==> config.mk <==
export PLATFORM = sky130hd
export DESIGN_NAME = spi_slave_if
export DESIGN_NICKNAME = d
export VERILOG_FILES = /design/src/rtl/spi_pkg.sv /design/src/rtl/spi_miso_shifter.sv /design/src/rtl/spi_slave_if.sv
export SDC_FILE = /design/constraint.sdc
export NUM_CORES = 1
export LEC_CHECK = 0
export ABC_AREA = 1
export BUFFER_PORTS_ARGS = -buffer_cell sky130_fd_sc_hd__buf_2
export CORE_ASPECT_RATIO = 1.2
export CORE_UTILIZATION = 45
export CTS_BUF_LIST = sky130_fd_sc_hd__clkbuf_2 sky130_fd_sc_hd__clkbuf_4 sky130_fd_sc_hd__clkbuf_8
export DETAILED_ROUTE_END_ITERATION = 7
export HOLD_SLACK_MARGIN = 0.05
export SLEW_MARGIN = 10
export SYNTH_ARGS = -nofsm -noshare
export SYNTH_HDL_FRONTEND = slang
export SYNTH_SLANG_ARGS = --single-unit
==> constraint.sdc <==
create_clock -name clk -period 2.7 [get_ports clk]
set_clock_uncertainty 0.2 [all_clocks]
set_input_delay 0.405 -clock clk [delete_from_list [all_inputs] [get_ports clk]]
set_output_delay 0.405 -clock clk [all_outputs]
set_load 0.03 [all_outputs]
==> src/rtl/spi_pkg.sv <==
// Shared types and constants for the SPI slave front end of the single-port RAM.
package spi_pkg;

    localparam int DATA_W_DEFAULT = 8;

    localparam logic [1:0] CMD_WR_ADDR = 2'b00;
    localparam logic [1:0] CMD_WR_DATA = 2'b01;
    localparam logic [1:0] CMD_RD_ADDR = 2'b10;
    localparam logic [1:0] CMD_RD_DATA = 2'b11;

    typedef enum logic [2:0] {
        IDLE      = 3'd0,
        CHK_CMD   = 3'd1,
        WRITE     = 3'd2,
        READ_ADD  = 3'd3,
        READ_DATA = 3'd4
    } spi_state_e;

endpackage

==> src/rtl/spi_miso_shifter.sv <==
// Loads one RAM read word and drives it onto MISO MSB first, one bit per cycle.
module spi_miso_shifter #(
    parameter int DATA_W = 8
) (
    input  logic              clk,
    input  logic              rst,
    input  logic              load,
    input  logic [DATA_W-1:0] data,
    input  logic              abort,
    output logic              miso,
    output logic              done
);

    localparam int CNT_W = $clog2(DATA_W + 1);

    logic             active;
    logic [CNT_W-1:0] cnt;
    logic [DATA_W-1:0] sreg;

    // done marks the edge that puts the final bit on the line
    assign done = active && (cnt == CNT_W'(1)) && !abort;

    always_ff @(posedge clk or posedge rst) begin
        if (rst) begin
            miso   <= 1'b0;
            active <= 1'b0;
            cnt    <= '0;
        end else if (abort) begin
            miso   <= 1'b0;
            active <= 1'b0;
            cnt    <= '0;
        end else if (load) begin
            miso   <= data[DATA_W-1];
            active <= 1'b1;
            cnt    <= CNT_W'(DATA_W - 1);
        end else if (active) begin
            if (cnt != '0) begin
                miso <= sreg[DATA_W-1];
                cnt  <= cnt - CNT_W'(1);
            end else begin
                miso   <= 1'b0;
                active <= 1'b0;
            end
        end
    end

    always_ff @(posedge clk) begin
        if (load) begin
            sreg <= {data[DATA_W-2:0], 1'b0};
        end else if (active) begin
            sreg <= {sreg[DATA_W-2:0], 1'b0};
        end
    end

endmodule

==> src/rtl/spi_slave_if.sv <==
// SPI slave front end: assembles 10-bit command words from MOSI and returns RAM read data on MISO.
module spi_slave_if
    import spi_pkg::*;
#(
    parameter int DATA_W = DATA_W_DEFAULT
) (
    input  logic              clk,
    input  logic              rst,
    input  logic              ss_n,
    input  logic              mosi,
    output logic              miso,
    output logic [DATA_W+1:0] rx_data,
    output logic              rx_valid,
    input  logic [DATA_W-1:0] tx_data,
    input  logic              tx_valid
);

    localparam int RX_W = DATA_W + 2;
    localparam logic [3:0] LAST_BIT = 4'(RX_W - 2);

    spi_state_e      state;
    logic [3:0]      cnt;
    logic [RX_W-2:0] shreg;
    logic            rd_addr_done;
    logic            frame_done;
    logic            wait_tx;
    logic            shift_en;
    logic            load;
    logic            shift_done;

    always_comb begin
        shift_en = 1'b0;
        if (!ss_n) begin
            if (state == CHK_CMD) begin
                shift_en = 1'b1;
            end else if ((state == WRITE || state == READ_ADD || state == READ_DATA) && !frame_done) begin
                shift_en = 1'b1;
            end
        end
    end

    assign load = (state == READ_DATA) && wait_tx && tx_valid && !ss_n;

    always_ff @(posedge clk or posedge rst) begin
        if (rst) begin
            state        <= IDLE;
            cnt          <= '0;
            rx_valid     <= 1'b0;
            rx_data      <= '0;
            rd_addr_done <= 1'b0;
            frame_done   <= 1'b0;
            wait_tx      <= 1'b0;
        end else begin
            rx_valid <= 1'b0;
            if (shift_done) begin
                rd_addr_done <= 1'b0;
            end
            if (ss_n) begin
                state      <= IDLE;
                cnt        <= '0;
                frame_done <= 1'b0;
                wait_tx    <= 1'b0;
            end else begin
                case (state)
                    IDLE: state <= CHK_CMD;
                    CHK_CMD: begin
                        if (mosi == CMD_WR_ADDR[1]) begin
                            state <= WRITE;
                        end else if (rd_addr_done) begin
                            state <= READ_DATA;
                        end else begin
                            state <= READ_ADD;
                        end
                    end
                    WRITE, READ_ADD, READ_DATA: begin
                        if (!frame_done) begin
                            if (cnt == LAST_BIT) begin
                                rx_data    <= {shreg, mosi};
                                rx_valid   <= 1'b1;
                                frame_done <= 1'b1;
                                cnt        <= '0;
                                if (state == READ_ADD) begin
                                    rd_addr_done <= 1'b1;
                                end
                            end else begin
                                cnt <= cnt + 4'd1;
                            end
                        end
                        // Waiting starts the cycle after the pulse, so a coincident tx_valid is ignored
                        if (state == READ_DATA && rx_valid) begin
                            wait_tx <= 1'b1;
                        end
                        if (load) begin
                            wait_tx <= 1'b0;
                        end
                    end
                    default: state <= IDLE;
                endcase
            end
        end
    end

    always_ff @(posedge clk) begin
        if (shift_en) begin
            shreg <= {shreg[RX_W-3:0], mosi};
        end
    end

    spi_miso_shifter #(
        .DATA_W(DATA_W)
    ) u_miso_shifter (
        .clk  (clk),
        .rst  (rst),
        .load (load),
        .data (tx_data),
        .abort(ss_n),
        .miso (miso),
        .done (shift_done)
    );

endmodule

==> results by stage <==
Finish:
- 0 antenna diodes ended up in the layout.
- The area growth from synthesis to layout is 15.7%.
- For this run, the share of the core covered by cells in the final layout is 0.550.
- For this run, the post-layout net count is 248.
- In the final layout, the share of cells above drive strength 1 is 0.198.

Placed design:
- Routability-driven placement finished with a final weighted congestion of slightly above 0.7.
- The wire-length estimate of the detail-placed layout is 2540 um.
- Input and output buffers added on the ports amount to 24.

Power:
- The share of total power in the clock network is 0.386.
- Of the total power, registers draw 0.551.
- For this design the ratio of total power to cell area is 588 nW/um2.
- The internal power contribution is between 0.001 and 0.0015 W.
- Summed over all nets, the switching power comes to between 0.0002 and 0.0003 W.
- The combinational group share of total power is 0.062.
- The leakage component of the power is ~1.1 nW.
- The worst IR drop on VDD is between 0.2 and 0.3 mV.
- Of the total power, the share spent switching nets is 0.210.

GRT:
- The total congestion overflow after global routing is 0.
- The via count of the first global-routing pass was ~1300.
- The wire length of the first global-routing pass is ~5700 um.
- The number of antenna violations at the first check in global routing is 0.
- Entering global routing, the biggest net connects 28 pins.
- The total routing resource utilization after global routing is 0.180.

Logic synthesis:
- Yosys attributes the largest share of cell area to sky130_fd_sc_hd__dfrtp_1, sky130_fd_sc_hd__edfxtp_1, sky130_fd_sc_hd__nand2_1.
- The post-synthesis compound-gate area fraction is 0.0474.
- The largest family of logic cells by synthesized area is simple AND/OR/NAND/NOR gates.
- The top cell type's share of synthesized area is 0.355.
- The adder and majority gate portion of the synthesized area is 0.0263.
- The post-synthesis instance area is 1900 um2.
- Yosys printed 0 warnings.
- The share of the Yosys chip area taken by registers is 0.608.
- Of the total synthesized cell area, the portion taken by AND, OR, NAND and NOR gates is 0.259.
- Synthesis produced a netlist with a net count of ~220.
- Counting flops and latches in the post-synthesis netlist gives 43.
- The dominant cell type by area after synthesis is sky130_fd_sc_hd__dfrtp_1.
- In this run the mean area of a mapped cell was between 9 and 10 um2.
- The synthesized netlist contains 25 unique library cells.
- The gate count after technology mapping is 200.
- The share of the synthesized netlist area taken by xor and xnor gates is 0.00921.
- Of the post-synthesis cell area, the part taken by muxes is 0.

STA:
- The total negative setup slack is 0 ns.
- The number of max-slew violations in the final report is 0.
- The tightest slew margin relative to the limit is 0.695.
- The final-report hold violation count is 0.
- The share of the cycle needed by the critical path after routing is 0.713.
- Derived from the worst setup path, the maximum achievable clock frequency is around 520 MHz.
- Setup violations remaining at the end of the flow were counted as 0.
- The actual transition at the worst max-transition pin is between 0.4 and 0.5 ns.
- Setup repair after global routing left no endpoint under its margin.
- The worst path needs about 1.9 ns of the cycle, external delays included.

Clock network:
- The clock tree from TritonCTS is yes.
- The number of buffers inserted during clock tree synthesis is 5.
- The number of instances resized during post-cts repair is 0.
- Clock-pin slew was measured on the worst setup and hold paths at 0.07 ns.
- The number of levels in the clock H-tree is 2.
- The number of sinks handled by clock tree synthesis is 43.
- The later pin in the worst-skew pair is clocked with a latency of around 0.29 ns.
- The clock passes through at most 2 buffers.
- The cell chosen for the clock root is sky130_fd_sc_hd__clkbuf_8.

Floorplanning:
- The area of the die is 4490 um2.
- The width of the chip is just over 60 um.
- The die is ~73 um tall.
- The region available for standard cell placement spans 4000 um2.
- For this configuration, the core starts out at a cell density of 0.475.
- The number of rows created at floorplan is 25.
- During I/O placement, the number of pins put on the boundary was 25.

Setup path:
- The number of buffers and inverters on the critical path is 1.
- STA classifies the critical path endpoint as a flip-flop.
- In this design, the largest share of critical-path delay is due to simple AND/OR/NAND/NOR gates.
- The kind of critical path is flip-flop to flip-flop.
- The most common cell type on the critical path is sky130_fd_sc_hd__nand2_1.
- The data arrival time of the critical path is 1.77 ns.
- The worst setup path is launched from a flip-flop.
- The stage delay of the slowest cell on the critical path is 0.44 ns.
- On the critical path, the stage with the largest delay is an instance of sky130_fd_sc_hd__dfrtp_1.
- For the worst setup path, the data required time is around 2.6 ns.
- The largest fanout of any net on the critical path is 11.
- Traced cell by cell, the critical path runs through nor2_4 -> nand3_2 -> nor2_2 -> inv_1 -> nand2_1 -> nand2_1.

Detailed routing:
- The number of design rule violations left after detail routing is 0.
- The final route contains around 1400 vias.
- The via density per instance is approximately 5.
- The first detailed-routing pass ran for 4 iterations.
- In this run, the number of DRC markers left after iteration 0 of detailed routing was 28.
- The mean routed wirelength per cell is around 12 um.
- The detail route stage leaves a number of antenna-violating nets equal to 0.
- Wires add up to around 3400 um.

Flow run:
- Across the run, the number of max-cap violations was 0.

Outcome:
- The run finished with clean final reports.

Worst hold path:
- The type of the worst min-delay path is input port to flip-flop.
[synth_stat cells]
cell type / number
sky130_fd_sc_hd__inv_1: 17
sky130_fd_sc_hd__nor2_1: 15
sky130_fd_sc_hd__nor2_2: 2
sky130_fd_sc_hd__nor2_4: 1
sky130_fd_sc_hd__xnor2_1: 1
sky130_fd_sc_hd__or2_2: 2
sky130_fd_sc_hd__nand3_2: 1
sky130_fd_sc_hd__nand2_1: 79
sky130_fd_sc_hd__nand3_4: 1
sky130_fd_sc_hd__o21ai_0: 5
sky130_fd_sc_hd__ha_1: 4
sky130_fd_sc_hd__nand4_1: 2
sky130_fd_sc_hd__buf_6: 2
sky130_fd_sc_hd__nand2_4: 1
sky130_fd_sc_hd__nand2_2: 1
sky130_fd_sc_hd__a21oi_2: 1
sky130_fd_sc_hd__xor2_1: 1
sky130_fd_sc_hd__a21oi_1: 8
sky130_fd_sc_hd__clkinv_2: 1
sky130_fd_sc_hd__o21bai_1: 1
sky130_fd_sc_hd__buf_2: 1
sky130_fd_sc_hd__nand3_1: 9
sky130_fd_sc_hd__o21ai_2: 1
sky130_fd_sc_hd__dfrtp_1: 27
sky130_fd_sc_hd__edfxtp_1: 16
[path summary, 6_finish.rpt]
path                       depth (start not counted)  slack, ns                 start                               end
min reg2reg                                        0       0.26    shreg[6]$_DFFE_PP_                shreg[7]$_DFFE_PP_
max in group asynchronous                          4       1.52                   rst            rx_data[0]$_DFFE_PP0P_
max reg2reg                                        6       0.77  state[1]$_DFFE_PP0P_  u_miso_shifter.sreg[2]$_DFFE_PP_
min in group asynchronous                          4       0.51                   rst            rx_data[3]$_DFFE_PP0P_
max                                                6       0.77  state[1]$_DFFE_PP0P_  u_miso_shifter.sreg[2]$_DFFE_PP_
min                                                1       0.15                  mosi                shreg[0]$_DFFE_PP_
[metal layers]
| layer | wire, um | part of all wire | global-route usage | vias to the layer above |
|---|---|---|---|---|
| li1 | - | - | - | 698 |
| met1 | 1460 | 0.43 | 0.204 | 686 |
| met2 | 1780 | 0.52 | 0.303 | 26 |
| met3 | 118 | 0.035 | 0.0691 | 5 |
| met4 | 55 | 0.016 | 0.0667 | 0 |
| met5 | 0 | 0 | 0 | - |
[sequential cells by signal, indices dropped and copies added, names as in the netlist]
signal,cells
shreg,9
rx_data,10
rd_addr_done,1
frame_done,1
wait_tx,1
u_miso_shifter.miso,1
u_miso_shifter.cnt,4
u_miso_shifter.active,1
cnt,4
rx_valid,1
state,3
u_miso_shifter.sreg,7
[layout by cell type (no fill, tap or decap), types with 2 or more instances in the layout]
| cell | instances |
|---|---|
| sky130_fd_sc_hd__inv_1 | 17 |
| sky130_fd_sc_hd__clkbuf_8 | 5 |
| sky130_fd_sc_hd__a21oi_1 | 8 |
| sky130_fd_sc_hd__o21ai_0 | 5 |
| sky130_fd_sc_hd__nor2_2 | 2 |
| sky130_fd_sc_hd__buf_4 | 2 |
| sky130_fd_sc_hd__dfrtp_1 | 27 |
| sky130_fd_sc_hd__clkbuf_4 | 2 |
| sky130_fd_sc_hd__or2_2 | 2 |
| sky130_fd_sc_hd__buf_2 | 24 |
| sky130_fd_sc_hd__edfxtp_1 | 16 |
| sky130_fd_sc_hd__nor2_1 | 15 |
| sky130_fd_sc_hd__nand3_1 | 9 |
| sky130_fd_sc_hd__nand2_1 | 79 |
| sky130_fd_sc_hd__nand4_1 | 2 |
| sky130_fd_sc_hd__ha_1 | 4 |
[through the flow]
step | hold WS [ns] | instance area, um2 | power, W | std cells | worst slack, ns
final | 0.154 | 2200 | 0.00129 | 286 | 0.775
after global routing | 0.144 | 2200 | 0.00135 | 286 | 0.641
after CTS | 0.144 | 2200 | 0.00131 | 286 | 0.752
after detailed placement | 0.234 | 2080 | 0.000807 | 277 | 0.764
after global placement | 0.238 | 2080 | 0.000805 | 277 | 0.821
after floorplan | 0.218 | 1900 | 0.000776 | 200 | 0.793
[cell type report]
cell class,instances,area [um2]
repair buffers,27,145
multi-input cells,136,649
flip-flops and latches,43,1160
clock buffers,7,83.8
clock inverters,1,30.0
fillers,402,1800
well taps,54,67.6
inverters,18,68.8
[kinds of logic (layout without fill, tap and decap cells)]
family / after synthesis / after routing
adder cells (fa/ha/maj): 4 / 4
AO/OA/AOI/OAI: 16 / 16
flip-flops: 43 / 43
buffers and inverters: 21 / 53
AND/OR/NAND/NOR: 114 / 114
XOR/XNOR: 2 / 2
[power groups by stage]
stage	registers, W	clock network, W	logic, W
final	0.000713	0.000500	0.0000808
after global routing	0.000715	0.000545	0.0000934
after CTS	0.000713	0.000515	0.0000826
after detailed placement	0.000726	0	0.0000809
after global placement	0.000726	0	0.0000791
after floorplan	0.000725	0	0.0000511
[timing repair]
action | in CTS | in global routing
buffers inserted | 0 | 0
hold buffers | 1 | 0
hold endpoints to repair | 27 | 0
Note: power is estimated with default switching activity, not from simulation.
